===== src/rtl/wb_arbiter.sv =====
// Write-back arbiter: merges ALU and long-latency results onto one regfile port.
// Optional WB_BYPASS_EN: an idle-FIFO long-latency result is written with zero latency.
module wb_arbiter #(
  parameter int XLEN  = 32,
  parameter int DEPTH = 4
) (
  input  logic            clk,
  input  logic            rst,
  input  logic            alu_valid_i,
  input  logic [4:0]      alu_rd_i,
  input  logic [XLEN-1:0] alu_data_i,
  input  logic            ll_valid_i,
  output logic            ll_ready_o,
  input  logic [4:0]      ll_rd_i,
  input  logic [XLEN-1:0] ll_data_i,
  input  logic            iss_valid_i,
  input  logic [4:0]      iss_rd_i,
  input  logic [4:0]      rs1_id_i,
  input  logic [4:0]      rs2_id_i,
  input  logic [4:0]      rd_id_i,
  output logic            stall_o,
  output logic            w_en_o,
  output logic [4:0]      rd_id_o,
  output logic [XLEN-1:0] rd_write_data_o
);

  localparam int AW = $clog2(DEPTH);
  localparam logic [AW:0] FULL = (AW+1)'(DEPTH);

  logic [XLEN-1:0] dat_q [DEPTH];
  logic [4:0]      rdm_q [DEPTH];
  logic [AW-1:0]   wr_ptr_q, wr_ptr_d;
  logic [AW-1:0]   rd_ptr_q, rd_ptr_d;
  logic [AW:0]     count_q, count_d;
  logic [31:0]     pend_q, pend_d;

  logic            alu_wr;
  logic            empty;
  logic            xfer;
  logic            pop;
  logic            push;
  logic            byp;
  logic [4:0]      head_rd;
  logic [XLEN-1:0] head_dat;
  logic            clr_en;
  logic [4:0]      clr_idx;

  assign head_rd  = rdm_q[rd_ptr_q];
  assign head_dat = dat_q[rd_ptr_q];

  always_comb begin
    alu_wr     = alu_valid_i && (alu_rd_i != 5'd0);
    empty      = (count_q == '0);
    ll_ready_o = (count_q != FULL);
    xfer       = ll_valid_i && ll_ready_o;
    pop        = !alu_wr && !empty;
`ifdef WB_BYPASS_EN
    byp        = xfer && empty && !alu_wr;
`else
    byp        = 1'b0;
`endif
    push       = xfer && !byp;
  end

  // Write port: ALU first, then FIFO head, then (optionally) bypass.
  always_comb begin
    w_en_o          = 1'b0;
    rd_id_o         = 5'd0;
    rd_write_data_o = '0;
    clr_en          = 1'b0;
    clr_idx         = 5'd0;
    if (rst) begin
      w_en_o = 1'b0;
    end else if (alu_wr) begin
      w_en_o          = 1'b1;
      rd_id_o         = alu_rd_i;
      rd_write_data_o = alu_data_i;
    end else if (pop) begin
      if (head_rd != 5'd0) begin
        w_en_o          = 1'b1;
        rd_id_o         = head_rd;
        rd_write_data_o = head_dat;
        clr_en          = 1'b1;
        clr_idx         = head_rd;
      end
    end else if (byp) begin
      if (ll_rd_i != 5'd0) begin
        w_en_o          = 1'b1;
        rd_id_o         = ll_rd_i;
        rd_write_data_o = ll_data_i;
        clr_en          = 1'b1;
        clr_idx         = ll_rd_i;
      end
    end
  end

  always_comb begin
    wr_ptr_d = wr_ptr_q;
    rd_ptr_d = rd_ptr_q;
    count_d  = count_q;
    if (push) wr_ptr_d = wr_ptr_q + AW'(1);
    if (pop)  rd_ptr_d = rd_ptr_q + AW'(1);
    count_d = count_q + (AW+1)'(push) - (AW+1)'(pop);
  end

  // Issue set is applied after the clear so it wins on the same index.
  always_comb begin
    pend_d = pend_q;
    if (clr_en)      pend_d[clr_idx]  = 1'b0;
    if (iss_valid_i) pend_d[iss_rd_i] = 1'b1;
    pend_d[0] = 1'b0;
  end

  assign stall_o = !rst &&
    (pend_q[rs1_id_i] | pend_q[rs2_id_i] | pend_q[rd_id_i]);

  always_ff @(posedge clk) begin
    if (rst) begin
      wr_ptr_q <= '0;
      rd_ptr_q <= '0;
      count_q  <= '0;
      pend_q   <= '0;
    end else begin
      wr_ptr_q <= wr_ptr_d;
      rd_ptr_q <= rd_ptr_d;
      count_q  <= count_d;
      pend_q   <= pend_d;
    end
  end

  always_ff @(posedge clk) begin
    if (push) begin
      dat_q[wr_ptr_q] <= ll_data_i;
      rdm_q[wr_ptr_q] <= ll_rd_i;
    end
  end

  a_alu_pend: assert property (@(posedge clk) disable iff (rst)
    !(alu_wr && pend_q[alu_rd_i]));

endmodule


===== config.mk =====
export PLATFORM = sky130hd
export DESIGN_NAME = wb_arbiter
export DESIGN_NICKNAME = d
export VERILOG_FILES = /design/src/rtl/wb_arbiter.sv
export SDC_FILE = /design/constraint.sdc
export NUM_CORES = 1
export LEC_CHECK = 0
export ABC_AREA = 1
export BUFFER_PORTS_ARGS = -buffer_cell sky130_fd_sc_hd__buf_2
export CAP_MARGIN = 20
export CORE_MARGIN = 8
export CORE_UTILIZATION = 50
export DETAILED_ROUTE_END_ITERATION = 8
export PLACE_DENSITY = 0.72
export SETUP_SLACK_MARGIN = 0.2
export SLEW_MARGIN = 20
export SYNTH_ARGS = -nofsm -noshare
export SYNTH_HDL_FRONTEND = slang
export SYNTH_SLANG_ARGS = --single-unit

===== constraint.sdc =====
create_clock -name clk -period 2.94 [get_ports clk]
set_input_delay 0.588 -clock clk [delete_from_list [all_inputs] [get_ports clk]]
set_output_delay 0.588 -clock clk [all_outputs]
set_load 0.01 [all_outputs]

==> results.txt <==
ANT nets after route: 0
Area growth syn-to-layout: 21.49%
DR DRC count: 0
Clk Latency, worst-skew pair: 0.43 ns
Die Span Y: 149.7 microns
CTS Buf Count: 17
Vias in the first global route: 6890
Max FO, Critical Path: 6
Period utilization: 90.63%
# setup viols final: 0
RSZ-0062 raised after global routing: true
CTS root buf: clkbuf_16
Post-DP HPWL: 15490 microns
Core region area: 0.01778 sq mm
Congestion Overflow GR: 0
Static Leak: 4.369 nW
Port bufs: 138
Logic pwr share: 29.4%
IO Count: 139
Mapped Nets: 1075
Psw: 0.002556 W
Flop2flop setup slack: 0.71 ns
Top FF cell, synth: edfxtp_1
Share of post-route cells with drive strength above 1: 23.42%
Hold path cells: 1
Fmax: 375.3 MHz
Pint: 0.005134 W
Area share of the largest cell type after synthesis: 49.73%
Sequential fraction of design power: 42.5%
Post-synth ARST share: 0%
Sw frac: 33.24%
#FFs+latches synth: 188
Maximum VDD drop: 0.0004701 V
Clock slew at reported path FFs: 0.07 ns
Die width: 149.7 microns
# H-tree levels: 4
Reg2reg path depth: 13
Max-Cap Viols: 0
Commonest cells in the netlist: nand2_1 (332), edfxtp_1 (148), inv_1 (101)
Type of origin of the critical path: flop
WHS Endpoint: dat_q[2][6]$_DFFE_PP_
R2r startpoint: count_q[1]$_SDFF_PP0_
Fin. max-slew vios: 0
Number of placed cells counting well taps: 1308
Layout Nets: 1229
Type of the worst min-delay path: in -> reg
Worst Min Path Start: ll_data_i[6]
Total track usage: 21.34%
Mapped Area: 0.008937 sq mm
WS Path Type: reg -> out
Largest family of logic cells by synthesized area: simple AND/OR/NAND/NOR gates
EDFF count, synth: 148
Clock network power share: 28.1%
Clock Tree Buf Depth: 2
Synth Area in XOR/XNOR: 0.09800%
Post-Synth Simple-Gate Area: 22.25%
PwrDens: 708.3 mW/mm^2
DR iter-0 viols: 763
Sequential share of the synthesized area: 58.69%
Fraction of the mapped netlist area in adder cells: 1.064%
Worst path arrival time: 2.08 ns
DR vias/cell: 5.416
WL/cell: 17.58 microns
Synth cell types: 28
Synth Area in Compound Gates: 10.43%
Critical R2R Capture: count_q[2]$_SDFF_PP0_
Status: finished, final reports clean
First-pass GRT wire length: 36690 microns
Synthesized area per cell: 9.223 sq um
Number of antenna violations at the first check in global routing: 0
Mapped Cells: 969
Row cnt: 49
Final Hold Fails: 0
Slew of the pin with the lowest slew margin: 0.8827 ns
Final Instance Count excl. Fillers: 1366
Most area-consuming cells after synthesis: edfxtp_1 (50%), nand2_1 (14%), dfxtp_1 (9.0%), nand3_1 (5.4%), inv_1 (4.2%)
Multiplexer share of the synthesized area: 0%
Clk_skew: 0.007240 ns
Largest net degree at the start of global routing: 63
Routability cong.: 0.9121
Final WL: 24020 microns
Synth warn: 0
First-pass DRT Iterations: 6
WHS: 0.3656 ns
CTS sink count: 188
# fillers: 1482
Via count: 7398
Slew HR: 40.70%
Most frequent cell after synthesis: nand2_1
TritonCTS clock tree: built
CP endpoint kind: primary output
Post-synth top area cell: edfxtp_1
Initial Util: 50.27%
Min Clock Period, post-route: 2.664 ns
Die area: 0.02241 sq mm
Critical Path RT: 2.35 ns
metal layers:
layer / up-vias / track usage (%) / share of wire [%]
met5: - / 0 / 0
met4: 0 / 7.746 / 2.3
met3: 40 / 4.294 / 7.7
met2: 297 / 35.77 / 49
met1: 3444 / 26.93 / 41
li1: 3617 / - / -
power by group through the flow:
stage | Combinational [W] | Clock [W] | Sequential (W)
floorplan | 0.00134 | 0 | 0.00329
global placement | 0.00188 | 0 | 0.00331
detailed placement | 0.00192 | 0 | 0.00332
CTS | 0.00205 | 0.00217 | 0.00326
global route | 0.00248 | 0.00229 | 0.00329
finish | 0.00226 | 0.00216 | 0.00327
cell usage in the layout, fill, tap and decap left out, types with 2 or more instances in the layout:
| cell type | n |
|---|---|
| a21oi_1 | 71 |
| a32o_1 | 32 |
| buf_12 | 4 |
| buf_2 | 135 |
| buf_4 | 29 |
| buf_6 | 3 |
| clkbuf_16 | 19 |
| clkbuf_4 | 3 |
| clkinv_4 | 6 |
| clkinvlp_4 | 5 |
| dfxtp_1 | 38 |
| edfxtp_1 | 148 |
| ha_1 | 6 |
| inv_1 | 98 |
| inv_2 | 5 |
| inv_6 | 4 |
| inv_8 | 4 |
| nand2_1 | 326 |
| nand2_2 | 7 |
| nand3_1 | 94 |
| nand3_2 | 5 |
| nand3_4 | 5 |
| nand3b_1 | 2 |
| nor2_1 | 4 |
| nor2_2 | 9 |
| nor2_4 | 7 |
| nor3_1 | 12 |
| o21ai_0 | 9 |
| o22ai_1 | 26 |
| o22ai_2 | 7 |
flip-flops by register name, indices dropped and copies added, names as in the netlist, named ones only:
signal and cells:
rd_ptr_q 2, pend_q 31, rdm_q 20, dat_q 128
wr_ptr_q 2, count_q 3
metrics by stage:
| step | setup WS, ns | utilization, % | setup TNS, ns | power [W] | instance area [sq um] |
|---|---|---|---|---|---|
| 2_1_floorplan | 0.1575 | - | 0 | 0.004637 | 8937 |
| 3_3_place_gp | -0.03376 | 55.53 | -0.8717 | 0.005190 | 9873 |
| 3_5_place_dp | -0.05854 | 55.53 | -0.9809 | 0.005234 | 9873 |
| 4_1_cts | 0.1736 | 59.29 | 0 | 0.007486 | 10540 |
| 5_1_grt | 0.1666 | 61.06 | 0 | 0.008061 | 10860 |
| 6_report | 0.2755 | 61.07 | 0 | 0.007690 | 10860 |
cell type report:
type	count	area, sq um	share of cell area [%]
Clock buffer	17	425.4	3.918
Timing Repair Buffer	177	1094	10.07
Antenna cell	1	2.502	0.02305
Inverter	109	435.4	4.010
Multi-Input combinational cell	629	3228	29.73
Timing Repair inverter	1	5.005	0.04609
Clock inverter	15	131.4	1.210
Sequential cell	188	5250	48.35
Tap cell	229	286.5	2.639
worst max path at each step:
| stage | slack [ns] | end | cells past startpoint | startpoint |
|---|---|---|---|---|
| 3_5_place_dp | -0.06 | rd_write_data_o[8] | 9 | alu_rd_i[1] |
| 4_1_cts | 0.17 | rd_write_data_o[8] | 10 | flop |
| 3_3_place_gp | -0.03 | rd_write_data_o[11] | 9 | alu_rd_i[1] |
| 6_report | 0.28 | rd_write_data_o[8] | 10 | flop |
| 5_1_grt | 0.17 | rd_write_data_o[8] | 10 | flop |
| 2_1_floorplan | 0.16 | dat_q[0][0]$_DFFE_PP_ | 4 | count_q[1]$_SDFF_PP0_ |
critical path, stage by stage, from the launching register on:
cell and delay [ns]:
dfxtp_4 0.40, buf_12 0.14, nand2_1 0.06, nand3_2 0.09
nand2_2 0.09, nand2_4 0.06, nor2_4 0.18, nand2_8 0.11
nand3_4 0.21, o22ai_2 0.11, buf_2 0.15
repair_timing:
item                                    in CTS  in global routing
setup buffers                                2                 16
resized for setup                           12                 36
hold buffers                                 0                  0
pin swaps                                    1                 10
endpoints found under the setup margin      34                 35
gates cloned                                 4                  3
cell families after synthesis:
kind of cell / after synthesis
adder cells (fa/ha/maj): 7
AND/OR/NAND/NOR: 471
AO/OA/AOI/OAI: 146
flip-flops: 188
XOR/XNOR: 1
buffers and inverters: 156
(Power assumes the default switching activity.)
